### src/rtl/water_tank_level_encoder.sv
// Float-sensor level encoder: sync, debounce and slew-limit the tank level code.
// Optional sensor-consistency check is compiled in with TANK_FAULT_DETECT_EN.
module water_tank_level_encoder #(
    parameter int unsigned DEBOUNCE_CYCLES = 50000,
    parameter int unsigned STEP_HOLD       = 25000
) (
    input  logic       clk,
    input  logic       reset,
    input  logic       sensor_low,
    input  logic       sensor_mid,
    input  logic       sensor_high,
    output logic [1:0] tank_level_status,
    output logic       level_changed,
    output logic       sensor_fault
);
    localparam int unsigned CW = $clog2(DEBOUNCE_CYCLES + 1);
    localparam int unsigned HW = (STEP_HOLD > 1) ? $clog2(STEP_HOLD) : 1;
    localparam logic [CW-1:0] DEB_LAST  = CW'(DEBOUNCE_CYCLES - 1);
    localparam logic [HW-1:0] HOLD_LOAD = HW'(STEP_HOLD - 1);

    typedef enum logic {READY, HOLD} state_t;

    logic [2:0]    raw;
    logic [2:0]    sync1;
    logic [2:0]    sync2;
    logic [2:0]    stable;
    logic [CW-1:0] deb_cnt [3];
    logic [1:0]    target;
    logic          freeze;
    state_t        state;
    state_t        state_next;
    logic [HW-1:0] hold_cnt;
    logic [HW-1:0] hold_next;
    logic [1:0]    status_next;
    logic          pulse_next;

    assign raw = {sensor_high, sensor_mid, sensor_low};

    always_ff @(posedge clk) begin
        if (reset) begin
            sync1  <= '0;
            sync2  <= '0;
            stable <= '0;
            for (int unsigned i = 0; i < 3; i++) deb_cnt[i] <= '0;
        end else begin
            sync1 <= raw;
            sync2 <= sync1;
            for (int unsigned i = 0; i < 3; i++) begin
                if (sync2[i] != stable[i]) begin
                    if (deb_cnt[i] == DEB_LAST) begin
                        stable[i]  <= ~stable[i];
                        deb_cnt[i] <= '0;
                    end else begin
                        deb_cnt[i] <= deb_cnt[i] + 1'b1;
                    end
                end else begin
                    deb_cnt[i] <= '0;
                end
            end
        end
    end

    always_comb begin
        target = 2'b00;
        if (stable[2])      target = 2'b11;
        else if (stable[1]) target = 2'b10;
        else if (stable[0]) target = 2'b01;
    end

`ifdef TANK_FAULT_DETECT_EN
    logic inconsistent;
    assign inconsistent = (stable[2] & ~stable[1]) | (stable[2] & ~stable[0]) |
                          (stable[1] & ~stable[0]);
    // Freeze on the live pattern so a bad pattern can never cause even one step.
    assign freeze = inconsistent;

    always_ff @(posedge clk) begin
        if (reset) sensor_fault <= 1'b0;
        else       sensor_fault <= inconsistent;
    end
`else
    assign freeze       = 1'b0;
    assign sensor_fault = 1'b0;
`endif

    always_ff @(posedge clk) begin
        if (reset) begin
            state             <= READY;
            hold_cnt          <= '0;
            tank_level_status <= 2'b00;
            level_changed     <= 1'b0;
        end else begin
            state             <= state_next;
            hold_cnt          <= hold_next;
            tank_level_status <= status_next;
            level_changed     <= pulse_next;
        end
    end

    // HOLD exits on the cycle hold_cnt reaches 1 so steps are exactly STEP_HOLD apart.
    always_comb begin
        state_next = state;
        if (!freeze) begin
            unique case (state)
                READY: if (target != tank_level_status && HOLD_LOAD != '0) state_next = HOLD;
                HOLD:  if (hold_cnt <= HW'(1)) state_next = READY;
                default: state_next = READY;
            endcase
        end
    end

    always_comb begin
        status_next = tank_level_status;
        hold_next   = hold_cnt;
        pulse_next  = 1'b0;
        if (!freeze) begin
            unique case (state)
                READY: begin
                    if (target != tank_level_status) begin
                        status_next = (target > tank_level_status) ? tank_level_status + 2'd1
                                                                   : tank_level_status - 2'd1;
                        pulse_next  = 1'b1;
                        hold_next   = HOLD_LOAD;
                    end
                end
                HOLD: hold_next = (hold_cnt <= HW'(1)) ? '0 : hold_cnt - 1'b1;
                default: hold_next = '0;
            endcase
        end
    end
endmodule

### config.mk
export PLATFORM = sky130hd
export DESIGN_NAME = water_tank_level_encoder
export DESIGN_NICKNAME = d
export VERILOG_FILES = /design/src/rtl/water_tank_level_encoder.sv
export SDC_FILE = /design/constraint.sdc
export NUM_CORES = 1
export LEC_CHECK = 0
export ABC_AREA = 1
export CORE_MARGIN = 2
export CORE_UTILIZATION = 65
export DETAILED_ROUTE_END_ITERATION = 8
export PLACE_DENSITY = 0.83
export SLEW_MARGIN = 15
export SYNTH_ARGS = -nofsm -noshare
export SYNTH_HDL_FRONTEND = slang
export SYNTH_SLANG_ARGS = --single-unit
### constraint.sdc
create_clock -name clk -period 3.9 [get_ports clk]
set_input_delay 0.78 -clock clk [delete_from_list [all_inputs] [get_ports clk]]
set_output_delay 0.78 -clock clk [all_outputs]
set_load 0.1 [all_outputs]
# Word level (Yosys, flattened, before mapping)
# Memories as Yosys holds them, arrays and structs flattened.
# Cells that the tools add are included.
# W data, S select, Z words.
[classes] n_addsub=6 n_lt_le_gt_ge=2 eq_ne=8 muxes=54 bitwise=13 reduce_logical=5
[ops] operator="$mux W16" count=9
[ops] operator="$add A16 B1 Y16 const B" count=3
[ops] operator="$eq A16 B16 Y1 const B" count=3
[ops] operator="$mux W1" count=38
[ops] operator="$mux W15" count=2
[ops] operator="$pmux W15 S2" count=1
[ops] operator="$le A15 B1 Y1 const B" count=1
[ops] operator="$sub A15 B1 Y15 const B" count=1
[ops] operator="$or A1 B1 Y1" count=9
[ops] operator="$reduce_and A2 Y1" count=4
[ops] operator="$mux W2" count=3
[ops] operator="$not A1 Y1" count=4
[ops] operator="$ne A1 B1 Y1" count=3
[ops] operator="$add A2 B1 Y2 const B" count=1
[ops] operator="$gt A2 B2 Y1" count=1
[ops] operator="$ne A2 B2 Y1" count=1
[ops] operator="$ne A2 B2 Y1 const B" count=1
[ops] operator="$pmux W1 S2" count=1
[ops] operator="$reduce_or A2 Y1" count=1
[ops] operator="$sub A2 B1 Y2 const B" count=1
[totals] reg_bits=28 mem_bits_rw=48 in_bits=5 wordCells=98 memories=1
[memory_table] memory="deb_cnt" words=3 word_bits=16 rd=3 rd_clocked_by_memory_dff=0 wr=3 line="27" source="logic [CW-1:0] deb_cnt [3];"

# Depth between registers and ports, before layout
# Gate-level depths: netlist of run 1.
# An unclocked memory read counts as a cell.
[logic_depth] ltp_word=9 mapped_depth=10 depth_no_buf=10

# Least setup slack after synthesis of run 1
# OpenSTA, ideal clock, no wires.
[synth_timing] kind="flip-flop to flip-flop" start="reg tank_level_status[1]" end="reg tank_level_status[1]" setup_time_ns=0.117 t_arrival_ns=2.139 required_time_ns=3.783 path_slack_ns=1.644 path_stages_with_launch=10 n_path_buf=0 path_cell_list="dfxtp_1 inv_1 ha_1 inv_1 o21bai_1 or2_2 a21boi_0 nand2_1 nand2_1 nor2_1"
[synth_between] elab_chain_len=2 elab_cells_between_ends=6 classes_between="add/sub: 2; order compare: 1; eq/ne: 1; mux: 1; reduce/logical: 1"
[synth_lines] element="from (decl)" line="12" source="output logic [1:0] tank_level_status,"
[synth_lines] element="from (signal assigned)" line="95" source="tank_level_status <= status_next;"
[synth_lines] element="$sub A2 B1 Y2 (tied with other cells)" line="121" source=": tank_level_status - 2'd1;"
[synth_lines] element="$mux W2 / $reduce_and A2 Y1 (equally long branches)"
# Several ways; a longest one is shown, not always the timed one.
# A chain may end at the register's enable or synchronous reset.

# Worst setup path in the final report of run 1
[layout_timing] start="reg tank_level_status[0]" end="out tank_level_status[0]"
# No word-level cell between the ends.

==> summary.md, run 1 <==
| Metric | Value |
|---|---|
| Status | `finished clean` |
| Crit. End Element | `primary output` |
| Clk root buf | `clkbuf_8` |
| Post-route minimum period | `2.77 ns` |
| Final routed DRC violation total | `0` |
| Comb pwr share | `4.4%` |
| Slowest stage cell, crit path | `clkdlybuf4s50_1` |
| Share of cells above drive strength 1 | `9.18%` |
| Worst R2R End | `tank_level_status[1]` |
| Post-Syn Area | `4260 um2` |
| Dominant cells by area after synthesis | `edfxtp_1, dfxtp_1, nand2_1, nor2_1, inv_1` |
| Worst Hold Path EP | `sync2[0]` |
| R2r worst-path depth | `10` |
| Seq pwr share | `54.7%` |
| Main combinational cell family by area after synthesis | `simple AND/OR/NAND/NOR gates` |
| Hold depth | `2` |
| Yosys reg bits | `76` |
| Ports | `9` |
| Sw frac | `22.4%` |
| Setup repair bufs after CTS | `0` |
| Clock Skew | `0.00874 ns` |
| Final period util | `71.0%` |
| WS Path Type | `reg -> out` |
| Clk buf depth | `2` |
| Slowest stage delay, CP | `1.19 ns` |
| Leakage | `1.98 nW` |
| Largest net degree at the start of global routing | `17` |
| Multi-input gate area | `2100 um2` |
| HP Start | `sync1[0]` |
| Mapped Cells | `525` |
| Clock power frac | `40.8%` |
| Critical Path Source Type | `flip-flop` |
| Router iterations before antenna repair | `5` |
| WL final | `7880 um` |
| Power per cell area | `345 nW/um2` |
| First-pass GRT wire length | `13500 um` |
| CP Data Required Time | `3.12 ns` |
| CTS resizes | `0` |
| Total GRT Usage | `23.1%` |
| Sequential element share of the synthesized area | `47.0%` |
| Full die area | `7210 um2` |
| Total number of vias | `3492` |
| Peak Freq | `0.361 GHz` |
| Critical path's top delay family | `buffers and inverters` |
| Worst path bufs/invs | `1` |
| # nets final | `595` |
| CP arrival | `1.99 ns` |
| Antenna violations before repair | `0` |
| Hold Vio Cnt, Final | `0` |
| CTS tree | `done` |
| Final TNS setup | `0 ns` |
| Clk sinks | `76` |
| Reg2reg start | `stable[1]` |
| Crit path cell chain | `clkdlybuf4s50_1` |
| Vias in the first global route | `3258` |
| Worst slew margin | `34.3%` |
| XOR/XNOR share of the synthesized area | `4.11%` |
| Crit-path max FO | `6` |
| Pins Over Slew Limit | `0` |
| RSZ-0062 raised after global routing | `false` |
| Top cell type's share of synthesized area | `33.9%` |
| FF-to-FF setup slack | `1.86 ns` |
| Post-synthesis adder-cell area fraction | `2.06%` |
| Post-DR vias/cell | `5.25` |
| Final instance area | `4770 um2` |
| Clk pin slew, worst setup/hold paths | `0.08 ns` |
| Grt ovf | `0` |
| Sw Pwr | `0.368 mW` |
| Simple-gate share of the synthesized area | `30.7%` |
| Yosys warns | `0` |
| Max Cap Violations | `0` |
| Antenna fix cells | `0` |
| Initial core utilization | `67.1%` |
| Inst Count DP | `649` |
| Final core utilization | `75.2%` |
| Post-DP HPWL | `5530 um` |
| Core ar. | `6350 um2` |
| DR WL/cell | `11.9 um` |
| I/O Buffers | `7` |
| Register area | `2000 um2` |
| Clk_lat worst skew | `0.35 ns` |
| Hold Path Class | `reg -> reg` |
| DIE WIDTH | `84.9 um` |
| Num CTS Buffers | `9` |
| Fin cells | `665` |
| Core Rows | `29` |
| Max rail drop VDD | `323 uV` |
| P_int | `1.28 mW` |
| Post-route total power | `1.64 mW` |
| Complex-gate fraction of the synthesized area | `8.23%` |
| Die Y | `84.9 um` |
| Filler cells | `479` |
| H-tree depth | `3` |
| Synth unique cells | `40` |
| Cts-stage hold buffer count | `0` |
| Area post-placement | `4550 um2` |
| Multiplexer share of the synthesized area | `0%` |
| Routed Antenna Nets | `0` |
| Area Overhead vs Synth | `12.1%` |
| Least-Margin Pin Slew | `0.983 ns` |
| Syn_area_per_cell | `8.11 um2` |
| RePlAce Congestion | `0.915` |
| Final setup viols | `0` |
| DRT iter0 DRCs | `186` |
| Area leader, netlist | `edfxtp_1` |
==> final cells by class <==
| class | instances | area share [%] |
|---|---|---|
| well taps | 77 | 2.02 |
| inverters | 71 | 5.58 |
| flip-flops and latches | 76 | 42.0 |
| clock buffers | 10 | 2.88 |
| clock inverters | 6 | 1.84 |
| multi-input cells | 417 | 44.1 |
| repair buffers | 8 | 1.63 |
==> synth_stat cells, drive strengths merged <==
cell type    n
o21bai       2
conb         2
a21boi       1
buf          6
nand2      109
nand4       17
nor3b        2
xor2        15
and3         1
o21ai       25
or2          6
nor4         2
a31o         1
nand3       30
edfxtp      48
nor2b        1
dfxtp       28
clkbuf       2
a21oi       36
nor2        85
inv         71
nor3        22
a31oi        1
ha           7
xnor2        5
==> power groups by stage <==
| stage | sequential, mW | clock (mW) | combinational (mW) |
|---|---|---|---|
| floorplan | 0.912 | 0 | 0.0607 |
| detailed placement | 0.918 | 0 | 0.0701 |
| global placement | 0.917 | 0 | 0.0686 |
| finish | 0.900 | 0.671 | 0.0728 |
| CTS | 0.900 | 0.681 | 0.0710 |
| global route | 0.903 | 0.711 | 0.0838 |
==> placed cells by master, fill, tap and decap left out, types with 2 or more instances in the layout <==
cell type / instances
nand2_1: 101
clkbuf_8: 10
o21ai_0: 17
nand3_2: 2
clkdlybuf4s50_1: 7
or2_1: 2
xor2_1: 15
nand2_2: 6
ha_1: 7
nor2_4: 4
nand2_4: 2
or2_2: 3
a21oi_1: 34
clkinvlp_4: 3
nor2_2: 5
nor3_1: 17
nor3_2: 4
inv_1: 66
bufinv_16: 2
inv_2: 5
nand3_1: 28
dfxtp_1: 28
nor3b_1: 2
o21bai_1: 2
nor2_1: 76
o21ai_1: 8
a21oi_2: 2
xnor2_1: 5
conb_1: 49
edfxtp_1: 48
nand4_1: 17
==> flip-flops by register name, summed over array words and instances (netlist names) <==
| signal | flops |
|---|---|
| level_changed | 1 |
| hold_cnt | 15 |
| sync2 | 3 |
| deb_cnt | 48 |
| sync1 | 3 |
| state | 1 |
| tank_level_status | 2 |
| stable | 3 |
==> worst max-delay path by stage <==
stage                                       to                  from  slack, ns  cells after the start
after floorplan           tank_level_status[1]  tank_level_status[1]       1.64                      9
after global placement           deb_cnt[2][3]                 reset       1.52                      7
after detailed placement         deb_cnt[2][3]                 reset       1.49                      7
after CTS                 tank_level_status[0]  tank_level_status[0]       1.13                      1
after global routing      tank_level_status[0]  tank_level_status[0]       1.09                      1
final                     tank_level_status[0]  tank_level_status[0]       1.13                      1
==> layer usage <==
layer  global-route usage (%)  share of wire [%]
met1                     29.5                 46
met4                     9.96               0.94
met2                     38.4                 48
met3                     4.67                4.9
met5                        0                  0
==> worst min-delay path, cell delays in order (launching register included) <==
cell and delay (ns):
dfxtp_1 0.30, inv_1 0.04, nor2_1 0.03
==> kinds of logic (layout without fill, tap and decap cells) <==
group                    count (synthesis)  after routing
buffers and inverters                   79             95
other                                    2             49
flip-flops                              76             76
adder cells (fa/ha/maj)                  7              7
AO/OA/AOI/OAI                           66             66
XOR/XNOR                                20             20
AND/OR/NAND/NOR                        275            275
==> per-stage QoR <==
stage,setup slack [ns],hold slack (ns)
2_1_floorplan,1.64,0.388
3_3_place_gp,1.52,0.395
3_5_place_dp,1.49,0.398
4_1_cts,1.13,0.405
5_1_grt,1.09,0.419
6_report,1.13,0.399
Note: power is estimated with default switching activity, not from simulation.
==> inputs of run 2 (changes only) <==
- CORE_UTILIZATION: 65 -> 62
- PLACE_DENSITY: 0.83 -> 0.8
- clock period: 3.9 -> 2.65 ns (I/O delays scaled with it)
==> run 2 against run 1 <==
Worst hold slack improved by 0.011 ns. Count of clock-buffer cells in the layout rose by 1. Via count fell by 0.52%. Combinational power rose by 48%. Global-route usage fell by 0.85 points. Register-to-register slack got worse by 1.3 ns. Largest power group unchanged. Sequential power rose by 47%. Critical endpoint is now tank_level_status[1]. Non-clock buffer count did not move. Utilization fell by 4.4 points. First-iteration DRC count rose by 17%.
==> summary.md, run 2 (synthesized netlist as in run 1, its figures left out) <==
| Metric | Value |
|---|---|
| Leakage | `1.99 nW (+0.25%)` |
| Post-DP HPWL | `5670 um (+2.5%)` |
| Initial core utilization | `63.4% (-3.7 points)` |
| Final TNS setup | `0 ns (unchanged)` |
| Final instance area | `4750 um2 (-0.42%)` |
| Antenna fix cells | `0 (unchanged)` |
| Sw Pwr | `0.531 mW (+44%)` |
| Pins Over Slew Limit | `0 (unchanged)` |
| Ports | `9 (unchanged)` |
| Final routed DRC violation total | `0 (unchanged)` |
| Clk_lat worst skew | `0.35 ns (about the same)` |
| Cts-stage hold buffer count | `0 (unchanged)` |
| Share of cells above drive strength 1 | `9.35% (+0.17 points)` |
| RSZ-0062 raised after global routing | `false` |
| Most common cell after layout, fill and taps aside | `nand2_1` |
| WL final | `7900 um (+0.25%)` |
| CP dominant cell by count | `nand2_1` |
| H-tree depth | `3 (unchanged)` |
| Area Overhead vs Synth | `11.6%` |
| DRT iter0 DRCs | `218 (+17%)` |
| Routed Antenna Nets | `0 (unchanged)` |
| CP arrival | `2.28 ns (+0.29 ns)` |
| Status | `finished clean` |
| Vias in the first global route | `3221 (-1.1%)` |
| P_int | `1.85 mW (+45%)` |
| Max rail drop VDD | `285 uV (-12%)` |
| Power per cell area | `501 nW/um2 (+46%)` |
| Hold Vio Cnt, Final | `0 (unchanged)` |
| Clk root buf | `clkbuf_8` |
| Critical path's top delay family | `simple AND/OR/NAND/NOR gates` |
| CP Data Required Time | `2.89 ns (-0.23 ns)` |
| Setup repair bufs after CTS | `0 (unchanged)` |
| Clk sinks | `76 (unchanged)` |
| CTS resizes | `0 (unchanged)` |
| Router iterations before antenna repair | `5 (unchanged)` |
| Crit-path max FO | `11 (+5)` |
| Largest register FFs | `48 (unchanged)` |
| DR WL/cell | `11.8 um (-0.20%)` |
| Core Rows | `30 (+3.4%)` |
| Final period util | `77.0%` |
| Antenna violations before repair | `0 (unchanged)` |
| Top flop regs | `deb_cnt: 48 flops, hold_cnt: 15 flops` |
| Sw frac | `22.3% (-0.12 points)` |
| Slowest stage delay, CP | `0.38 ns (-0.81 ns)` |
| Final core utilization | `70.7% (-4.4 points)` |
| Comb pwr share | `4.5% (about the same)` |
| Clock Skew | `0.00987 ns (+0.00114 ns)` |
| Filler cells | `537 (+12%)` |
| # nets final | `595 (unchanged)` |
| Hold slack | `0.410 ns (+0.0110 ns)` |
| Die Y | `86.9 um (+2.3%)` |
| Post-DR vias/cell | `5.20 (-0.96%)` |
| CTS tree | `done` |
| DIE WIDTH | `86.9 um (+2.3%)` |
| WS Path Type | `reg -> reg` |
| Crit. End Element | `flip-flop` |
| RePlAce Congestion | `0.871 (-4.8%)` |
| Total number of vias | `3474 (-0.52%)` |
| Slowest stage cell, crit path | `dfxtp_1` |
| Most frequent cells in the layout | `nand2_1, nor2_1, inv_1, conb_1, edfxtp_1` |
| Post-route minimum period | `2.04 ns` |
| Post-route total power | `2.38 mW (+45%)` |
| Clk buf depth | `2 (unchanged)` |
| Biggest register | `deb_cnt` |
| Clk pin slew, worst setup/hold paths | `0.07 ns (about the same)` |
| I/O Buffers | `7 (unchanged)` |
| Critical Path Source Type | `flip-flop` |
| Largest net degree at the start of global routing | `17 (unchanged)` |
| Peak Freq | `0.490 GHz` |
| Crit path cell chain | `inv_1 > a21oi_1 > ha_1 > nand2_1 > inv_1 > nor2_1 > a21boi_0 > nand2_1 > nand2_1 > nor2_1` |
| Worst path bufs/invs | `2 (+1)` |
| Hold Path Class | `reg -> reg` |
| Grt ovf | `0 (unchanged)` |
| Final setup viols | `0 (unchanged)` |
| Seq pwr share | `55.6% (+0.9 points)` |
| Total GRT Usage | `22.3% (-0.85 points)` |
| Full die area | `7550 um2 (+4.6%)` |
| Max Cap Violations | `0 (unchanged)` |
| Clock power frac | `39.9% (-0.9 points)` |
| First-pass GRT wire length | `13400 um (-0.71%)` |
| Area post-placement | `4540 um2 (about the same)` |
| Core ar. | `6720 um2 (+5.8%)` |
| Num CTS Buffers | `9 (unchanged)` |
run 2: per-layer routing:
| layer | part of all wire, % | GRT usage, % | vias to the layer above |
|---|---|---|---|
| met3 | 4.5 | 4.74 | 14 |
| met1 | 44 | 26.7 | 1584 |
| met5 | 0 | 0 | - |
| li1 | - | - | 1792 |
| met4 | 1.5 | 7.24 | 0 |
| met2 | 50 | 39.6 | 84 |
run 2: cell type report:
cell class / instances / area, um2 / share of cell area, %
Clock buffer: 11 / 131 / 2.76
Sequential cell: 76 / 2000 / 42.1
Timing Repair Buffer: 8 / 70.1 / 1.47
Tap cell: 80 / 100 / 2.11
Multi-Input combinational cell: 417 / 2100 / 44.3
Clock inverter: 5 / 77.6 / 1.63
Inverter: 71 / 267 / 5.61
run 2: final timing paths:
check / start / end / slack [ns] / cells after the start
max: stable[1] / tank_level_status[1] / 0.61 / 10
min: sync1[2] / sync2[2] / 0.41 / 2
min reg2reg: sync1[2] / sync2[2] / 0.41 / 2
max reg2reg: stable[1] / tank_level_status[1] / 0.61 / 10
run 2: metrics by stage:
| stage | setup slack [ns] | cells |
|---|---|---|
| floorplan | 0.394 | 572 |
| global placement | 0.633 | 652 |
| detailed placement | 0.595 | 652 |
| CTS | 0.625 | 668 |
| global route | 0.387 | 668 |
| finish | 0.609 | 668 |
run 2: worst reg2reg max path, cell delays in order, from the launching register on:
cell      delay [ns]
dfxtp_1         0.38
inv_1           0.08
a21oi_1         0.15
ha_1            0.24
nand2_1         0.29
inv_1           0.15
nor2_1          0.18
a21boi_0        0.28
nand2_1         0.08
nand2_1         0.07
nor2_1          0.04
run 2: power by group through the flow:
stage / Combinational, mW / Clock, mW / Sequential, mW
after floorplan: 0.0893 / 0 / 1.34
after global placement: 0.102 / 0 / 1.35
after detailed placement: 0.105 / 0 / 1.35
after CTS: 0.106 / 0.967 / 1.32
after global routing: 0.126 / 1.00 / 1.33
final: 0.108 / 0.950 / 1.32
